`config.mk`:
```
export PLATFORM = sky130hd
export DESIGN_NAME = mem_access_unit
export DESIGN_NICKNAME = d
export VERILOG_FILES = /design/src/rtl/mem_access_unit.sv
export SDC_FILE = /design/constraint.sdc
export NUM_CORES = 1
export LEC_CHECK = 0
export ABC_AREA = 1
export CAP_MARGIN = 20
export CORE_MARGIN = 2
export CORE_UTILIZATION = 43
export DETAILED_ROUTE_END_ITERATION = 6
export HOLD_SLACK_MARGIN = 0.12
export PLACE_DENSITY = 0.81
export SLEW_MARGIN = 20
export SYNTH_ARGS = -nofsm -noshare
export SYNTH_HDL_FRONTEND = slang
export SYNTH_SLANG_ARGS = --single-unit
```
`constraint.sdc`:
```
create_clock -name clk -period 3.9 [get_ports clk]
set_clock_uncertainty 0.05 [all_clocks]
set_input_delay 0.585 -clock clk [delete_from_list [all_inputs] [get_ports clk]]
set_output_delay 0.585 -clock clk [all_outputs]
set_load 0.005 [all_outputs]
```
`src/rtl/mem_access_unit.sv`:
```
// mem_access_unit: MEM-stage load/store initiator over a req/ack handshake with timeout
//
// Ports:
//   clk, rst                       clock, asynchronous active-high reset
//   mem_read, mem_write            MEM-stage load / store request (write wins when both set)
//   adr, write_data                byte address and store data from the pipeline
//   read_data                      load data, nonzero only in DONE of a successful load
//   stall                          holds IF/ID/EX/MEM while an access is outstanding
//   err, err_cnt                   one-cycle error pulse in DONE, saturating error count
//   m_req, m_we, m_addr, m_wdata   registered request to data memory (word index)
//   m_ack, m_rdata                 one-cycle completion pulse and read data from memory
module mem_access_unit #(
    parameter logic [31:0] BASE_ADR = 32'h0000_2000,
    parameter int          DEPTH    = 512,
    parameter int          ADDR_W   = 9,
    parameter int          TIMEOUT  = 16
) (
    input  logic              clk,
    input  logic              rst,
    input  logic              mem_read,
    input  logic              mem_write,
    input  logic [31:0]       adr,
    input  logic [31:0]       write_data,
    output logic [31:0]       read_data,
    output logic              stall,
    output logic              err,
    output logic [7:0]        err_cnt,
    output logic              m_req,
    output logic              m_we,
    output logic [ADDR_W-1:0] m_addr,
    output logic [31:0]       m_wdata,
    input  logic              m_ack,
    input  logic [31:0]       m_rdata
);
    localparam int CNT_W = $clog2(TIMEOUT + 1);
    typedef enum logic [1:0] {IDLE, WAIT, DONE} state_t;
    state_t           state;
    logic [CNT_W-1:0] cnt;
    logic [31:0]      rdata_q;
    logic [31:0]      off;
    logic             err_flag;
    logic             req;
    logic             bad;
    assign req = mem_read | mem_write;
    // range check uses the full 32-bit offset so wrapped addresses below base are caught
    assign off = adr - BASE_ADR;
    assign bad = (adr[1:0] != 2'b00) || (adr < BASE_ADR) || ((off >> 2) >= 32'(DEPTH));
    assign stall = (state == WAIT) || (state == IDLE && req);
    assign err = (state == DONE) && err_flag;
    assign read_data = (state == DONE && !m_we && !err_flag) ? rdata_q : 32'd0;
    always_ff @(posedge clk or posedge rst) begin
        if (rst) begin
            state    <= IDLE;
            cnt      <= '0;
            rdata_q  <= '0;
            err_flag <= 1'b0;
            err_cnt  <= '0;
            m_req    <= 1'b0;
            m_we     <= 1'b0;
            m_addr   <= '0;
            m_wdata  <= '0;
        end else begin
            case (state)
                IDLE: if (req) begin
                    m_we     <= mem_write;
                    err_flag <= bad;
                    cnt      <= '0;
                    if (bad) begin
                        state <= DONE;
                    end else begin
                        m_addr  <= off[ADDR_W+1:2];
                        m_wdata <= write_data;
                        m_req   <= 1'b1;
                        state   <= WAIT;
                    end
                end
                // ack is checked before the timeout so an ack on the last cycle succeeds
                WAIT: if (m_ack) begin
                    if (!m_we) rdata_q <= m_rdata;
                    m_req <= 1'b0;
                    state <= DONE;
                end else if (cnt == CNT_W'(TIMEOUT - 1)) begin
                    m_req    <= 1'b0;
                    err_flag <= 1'b1;
                    state    <= DONE;
                end else begin
                    cnt <= cnt + CNT_W'(1);
                end
                DONE: begin
                    if (err_flag && err_cnt != 8'hFF) err_cnt <= err_cnt + 8'd1;
                    state <= IDLE;
                end
                default: state <= IDLE;
            endcase
        end
    end
endmodule

```
==> results of run 1 <==
==> logic make-up after synthesis <==
group | Yosys count | share of synthesized area
flops | 91 | 0.5131
compound gates | 45 | 0.05187
simple gates | 330 | 0.3206
fa+ha+maj | 4 | 0.01128
buf+inv | 90 | 0.08486
xor+xnor | 8 | 0.01579
mux | 1 | 0.002537
==> metal layers <==
| metal | track usage | up-vias | share of wire |
|---|---|---|---|
| met4 | 0.08553 | 0 | 0.031 |
| li1 | - | 2151 | - |
| met5 | 0 | - | 0 |
| met3 | 0.04082 | 30 | 0.041 |
| met1 | 0.2507 | 2060 | 0.40 |
| met2 | 0.4014 | 124 | 0.53 |
==> flip-flops by register name, indices dropped and copies added, names as in the netlist <==
name and count:
err_flag 1, m_req 1, rdata_q 32, state 2
m_we 1, m_wdata 32, cnt 5, err_cnt 8
m_addr 9
==> where the power goes <==
part | internal [mW] | switching (mW) | total [mW] | leakage (nW)
registers | 1.01 | 0.0609 | 1.07 | 1.11
logic | 0.258 | 0.249 | 0.507 | 2.02
clock network | 0.526 | 0.328 | 0.854 | 0.137
total | 1.79 | 0.638 | 2.43 | 3.27
==> how the worst max path moves through the flow <==
stage                               from  cells past startpoint                endpoint
CTS                 state[0]$_DFFE_PP0P_                      5           read_data[14]
floorplan                            rst                      1      cnt[0]$_DFFE_PP0P_
global placement                 adr[13]                     15       m_req$_DFFE_PP0P_
detailed placement               adr[13]                     13  m_wdata[6]$_DFFE_PP0P_
global route        state[0]$_DFFE_PP0P_                      5           read_data[15]
finish              state[0]$_DFFE_PP0P_                      5           read_data[15]
==> worst max-delay path: cells and delay by family (launching register included) <==
family	cells	cell delay [ns]
simple gates	2	0.52
buf+inv	3	0.99
flops	1	0.45
==> stage by stage <==
| stage | total power [mW] | instance area (µm²) | hold slack (ns) |
|---|---|---|---|
| after floorplan | 1.305 | 4438 | 0.4017 |
| after global placement | 1.577 | 6394 | 0.4052 |
| after detailed placement | 1.602 | 6394 | 0.4093 |
| after CTS | 2.453 | 6669 | 0.4326 |
| after global routing | 2.544 | 6670 | 0.4487 |
| final | 2.431 | 6670 | 0.4272 |
==> cell type report <==
class                      instances  area [µm²]
clock buffer                      12       155.1
clock inverter                     4       120.1
fill                             875        3515
inverter                          64       242.7
multi-input combinational        388        1800
sequential                        91        2277
tap                              136       170.2
timing repair buffer             192        1904
==> cells in the mapped netlist (all sizes together) <==
| library cell | n |
|---|---|
| nand2 | 146 |
| nor2 | 116 |
| dfrtp | 91 |
| inv | 64 |
| nand4 | 45 |
| a21oi | 34 |
| clkbuf | 17 |
| nand3 | 14 |
| buf | 9 |
| o21ai | 9 |
| nor3 | 6 |
| xor2 | 5 |
| ha | 4 |
| xnor2 | 3 |
| a21boi | 1 |
| and2 | 1 |
| mux2 | 1 |
| nand3b | 1 |
| nor4 | 1 |
| o31ai | 1 |
==> run_results.csv, run 1 <==
group,metric,value,unit
status,status,"finished clean",
clock_tree,cts-resized-gates,0,
yosys,yosysSeqAreaShare,0.5131,
detailed_routing,vias_per_cell,4.921,
detailed_routing,post_drt_wl_per_cell,13.98,µm
clock_tree,cts_buffer_depth,2,
die,rows,37,
clock_tree,cts_made_buffers,9,
die,dieArea,11150,µm²
place,dp_cells,871,
timing,period_needed,2.971,ns
die,core-area,10180,µm²
detailed_routing,wirelength,12400,µm
cells_and_area,layout_common_cells,"185 x clkdlybuf4s50_1, 146 x nand2_1, 112 x nor2_1, 91 x dfrtp_1, 60 x inv_1",
critical_path,required,3.26,ns
yosys,yosys_register_bits,91,
yosys,netlist.area_leader.share,0.5131,
timing,setup_tns,0,ns
yosys,syn_inst,569,
detailed_routing,drt.antenna.violating_nets,0,
timing,worst_slew_pin_slew,0.7669,ns
critical_path,reg2reg_from,"state[0]$_DFFE_PP0P_",
critical_path,endpoint_kind,"output port",
critical_path,worstPathArrival,2.34,ns
timing,rsz0062_at_grt,"no",
clock_tree,cts_hold_buffers,0,
critical_path,r2r-end,"m_wdata[6]$_DFFE_PP0P_",
global_routing,gr-usage-all-layers,0.2188,
worst_hold_path,min_from,"m_wdata[7]$_DFFE_PP0P_",
die,pin_count,186,
yosys,synth_area_leader_cell,"dfrtp_1",
timing,period_share,0.7617,
timing,hold_violations,0,
timing,maxSlewHeadroom,0.4871,
cells_and_area,stdcell_count,887,
clock_tree,clk_latency,0.36,ns
place,hpwl,9232,µm
yosys,synth_area,4438,µm²
critical_path,slowest_stage,"clkdlybuf4s50_1",
critical_path,reg2regPathDepth,4,
critical_path,crit_path_max_incr_delay,0.51,ns
global_routing,grt_start_max_net_pins,65,
cells_and_area,antenna_cells,0,
critical_path,worst_setup_path_start_kind,"flip-flop",
global_routing,grt_antenna_before_repair,0,
worst_hold_path,min_to,"m_wdata[7]$_DFFE_PP0P_",
clock_tree,cts_tree,"yes",
place,dp_slack,0.7700,ns
die,initial_core_util,0.4357,
global_routing,grt_pass1_wl,19690,µm
cells_and_area,nets,851,
global_routing,grt_overflow,0,
timing,fmax,0.3366,GHz
yosys,syn_avg_cell_area,7.800,µm²
cells_and_area,layout_commonest_cell,"clkdlybuf4s50_1",
place,gp_congestion,0.8933,
clock_tree,cts_sinks,91,
worst_hold_path,hp-class,"flip-flop to flip-flop",
place,placement.io_buffers,185,
timing,drv_slew,0,
run,maxCapViolations,0,
cells_and_area,utilization,0.6549,
die,fp.dieH,105.6,µm
critical_path,ff2ff_setup_slack,1.79,ns
yosys,ys_warn_count,0,
timing,worst_slack,0.9292,ns
detailed_routing,drt_iter0_drc,327,
cells_and_area,layout-drive-gt1-share,0.04660,
timing,setup_violations,0,
detailed_routing,num_vias,4365,
cells_and_area,area_growth,50.30,%
power,leakage,3.267,nW
critical_path,path_max_fanout,23,
detailed_routing,drc,0,
clock_tree,cts.htree.levels,3,
critical_path,crit_chain,"inv_1, nand4_1, buf_4, nor2_1, clkdlybuf4s50_1",
worst_hold_path,whs_path_depth,2,
yosys,synth_nets,674,
die,die_x,105.6,µm
global_routing,grt_pass1_vias,4222,
yosys,yosys-top-cells-area,"dfrtp_1 51%, nand2_1 12%, nor2_1 9.5%",
detailed_routing,drt-pass1-iter-count,4,
power,ir_drop,0.1767,mV
clock_tree,cts_setup_buffers,0,
clock_tree,clkTransAtPathRegs,0.09,ns
critical_path,path_class,"flip-flop to output port",
power,powerDensity,364.5,nW/µm²
clock_tree,cts_root_buf,"clkbuf_8",
yosys,synth_cell_types,29,
(Power assumes the default switching activity.)
==> run 2, diff against run 1 <==
CORE_UTILIZATION = 39   (was 43)
PLACE_DENSITY = 0.77   (was 0.81)
clock period = 2.7 ns   (was 3.9 ns; I/O delays follow)
==> run 2 against run 1 <==
Sequential power increased by 44%. Non-clock buffer count increased by 4. Core utilization decreased by 3.8 points. Cell count increased by 0.90%. Critical path type unchanged. Sequential share of layout area decreased by 0.51 points. Total power increased by 47%. Via count decreased by 1.6%. Register-to-register slack got worse by 1.1 ns. Die area increased by 9.9%.
==> run_results.csv, run 2 (same netlist as run 1, synthesis figures left out) <==
group,metric,value,unit
status,status,"finished clean",
cells_and_area,reg_top3,"m_wdata x32, rdata_q x32, m_addr x9",
timing,period_share,0.8764,
timing,fmax,0.4226,GHz
worst_hold_path,min_from,"m_req$_DFFE_PP0P_",
place,placement.io_buffers,185,
cells_and_area,stdcell_count,895,
timing,hold_ws,0.4251,ns
timing,setup_tns,0,ns
cells_and_area,final_area,6771,µm²
critical_path,r2r-end,"cnt[3]$_DFFE_PP0P_",
cells_and_area,antenna_cells,0,
clock_tree,cts_hold_buffers,0,
power,power_switching_share,0.2785,
timing,drv_slew,0,
critical_path,crit_path_max_incr_delay,0.52,ns
worst_hold_path,whs_path_depth,2,
critical_path,worst_setup_path_start_kind,"flip-flop",
cells_and_area,layout-drive-gt1-share,0.05298,
detailed_routing,drt.antenna.violating_nets,0,
place,hpwl,9098,µm
detailed_routing,num_vias,4296,
place,place_area,6464,µm²
detailed_routing,post_drt_wl_per_cell,13.57,µm
timing,rsz0062_at_grt,"no",
die,rows,38,
die,core-area,10980,µm²
timing,setup_violations,0,
cells_and_area,area_growth,52.58,%
clock_tree,cts_sinks,91,
clock_tree,clk_latency,0.33,ns
power,leakage,3.307,nW
cells_and_area,layout_commonest_cell,"clkdlybuf4s50_1",
critical_path,path_max_fanout,19,
critical_path,reg2regPathDepth,11,
clock_tree,cts.htree.levels,3,
global_routing,grt_pass1_wl,20290,µm
clock_tree,cts-resized-gates,0,
clock_tree,cts_made_buffers,9,
power,p_comb_frac,0.208,
die,initial_core_util,0.4041,
critical_path,crit_chain,"inv_1, nand4_1, buf_4, nor2_1, clkdlybuf4s50_1",
clock_tree,cts_tree,"yes",
power,power.internal,2.585,mW
critical_path,startpoint,"state[0]$_DFFE_PP0P_",
global_routing,grt_start_max_net_pins,92,
global_routing,grt_antenna_before_repair,0,
global_routing,grt_pass1_vias,4315,
detailed_routing,wirelength,12150,µm
clock_tree,cts_buffer_depth,2,
global_routing,grt_overflow,0,
critical_path,worstPathArrival,1.91,ns
power,power,3.583,mW
timing,period_needed,2.366,ns
power,seqPwrFrac,0.431,
power,switchingPower,0.9977,mW
power,ir_drop,0.3167,mV
worst_hold_path,hp-class,"flip-flop to flip-flop",
power,powerDensity,529.1,nW/µm²
die,dieArea,12250,µm²
detailed_routing,drt-pass1-iter-count,4,
cells_and_area,layout_common_cells,"185 x clkdlybuf4s50_1, 146 x nand2_1, 112 x nor2_1, 91 x dfrtp_1, 60 x inv_1",
clock_tree,cts_root_buf,"clkbuf_16",
critical_path,slowest_stage,"clkdlybuf4s50_1",
timing,worst_slew_pin_slew,0.5659,ns
detailed_routing,drc,0,
detailed_routing,vias_per_cell,4.800,
timing,maxSlewHeadroom,0.6228,
global_routing,gr-usage-all-layers,0.1997,
critical_path,required,2.25,ns
power,clkPwrFrac,0.361,
critical_path,reg2reg_from,"cnt[0]$_DFFE_PP0P_",
critical_path,ff2ff_setup_slack,0.68,ns
worst_hold_path,min_to,"m_req$_DFFE_PP0P_",
cells_and_area,nets,855,
die,die_x,110.7,µm
detailed_routing,drt_iter0_drc,380,
die,fp.dieH,110.7,µm
clock_tree,clkTransAtPathRegs,0.06,ns
die,pin_count,186,
critical_path,endpoint_kind,"output port",
timing,hold_violations,0,
critical_path,path_class,"flip-flop to output port",
place,dp_cells,879,
place,gp_congestion,0.8524,
run,maxCapViolations,0,
clock_tree,cts_setup_buffers,0,
run 2: cell types whose count changed in the layout (fill, tap and decap cells not counted), moves of 2 or more:
cell,before,now
buf_12,0,3
bufinv_16,4,1
clkbuf_16,0,9
clkbuf_8,11,1
clkinvlp_4,0,2
inv_6,0,3
run 2: how the worst max path moves through the flow:
stage / end / slack, ns / cells past startpoint
2_1_floorplan: m_addr[0]$_DFFE_PP0P_ / 0.58 / 14
3_3_place_gp: m_addr[1]$_DFFE_PP0P_ / 0.09 / 13
3_5_place_dp: m_wdata[8]$_DFFE_PP0P_ / 0.01 / 14
4_1_cts: read_data[30] / 0.32 / 5
5_1_grt: m_wdata[2]$_DFFE_PP0P_ / 0.1 / 15
6_report: read_data[15] / 0.33 / 5
run 2: per-layer routing:
metal / global-route usage / vias up / wire length (µm)
li1: - / 2166 / -
met1: 0.2388 / 1998 / 5079
met2: 0.3571 / 109 / 6302
met3: 0.03445 / 23 / 432
met4: 0.07917 / 0 / 330
met5: 0 / - / 0
run 2: power groups by stage:
stage / clock, mW / sequential [mW] / combinational, mW
final: 1.29 / 1.54 / 0.746
after global routing: 1.37 / 1.56 / 0.822
after CTS: 1.31 / 1.55 / 0.749
after detailed placement: 0 / 1.57 / 0.745
after global placement: 0 / 1.56 / 0.722
after floorplan: 0 / 1.56 / 0.327
run 2: worst max-delay path: cells and delay by family, from the launching register on:
kind                   cells  cell delay (ns)
flip-flops                 1             0.44
AND/OR/NAND/NOR            2             0.27
buffers and inverters      3             0.87
run 2: metrics by stage:
stage          worst slack (ns)    util
6_report                 0.3338  0.6165
5_1_grt                 0.09788  0.6165
4_1_cts                  0.3163  0.6165
3_5_place_dp            0.01040  0.5885
3_3_place_gp            0.08991  0.5885
2_1_floorplan            0.5798       -
run 2: cell type report:
class                           instances  area, µm²
Timing Repair Buffer                  196       1972
Sequential cell                        91       2277
Fill cell                             947       4212
Multi-Input combinational cell        388       1795
Clock inverter                          6      68.82
Tap cell                              140      175.2
Clock buffer                           10      239.0
Inverter                               64      244.0
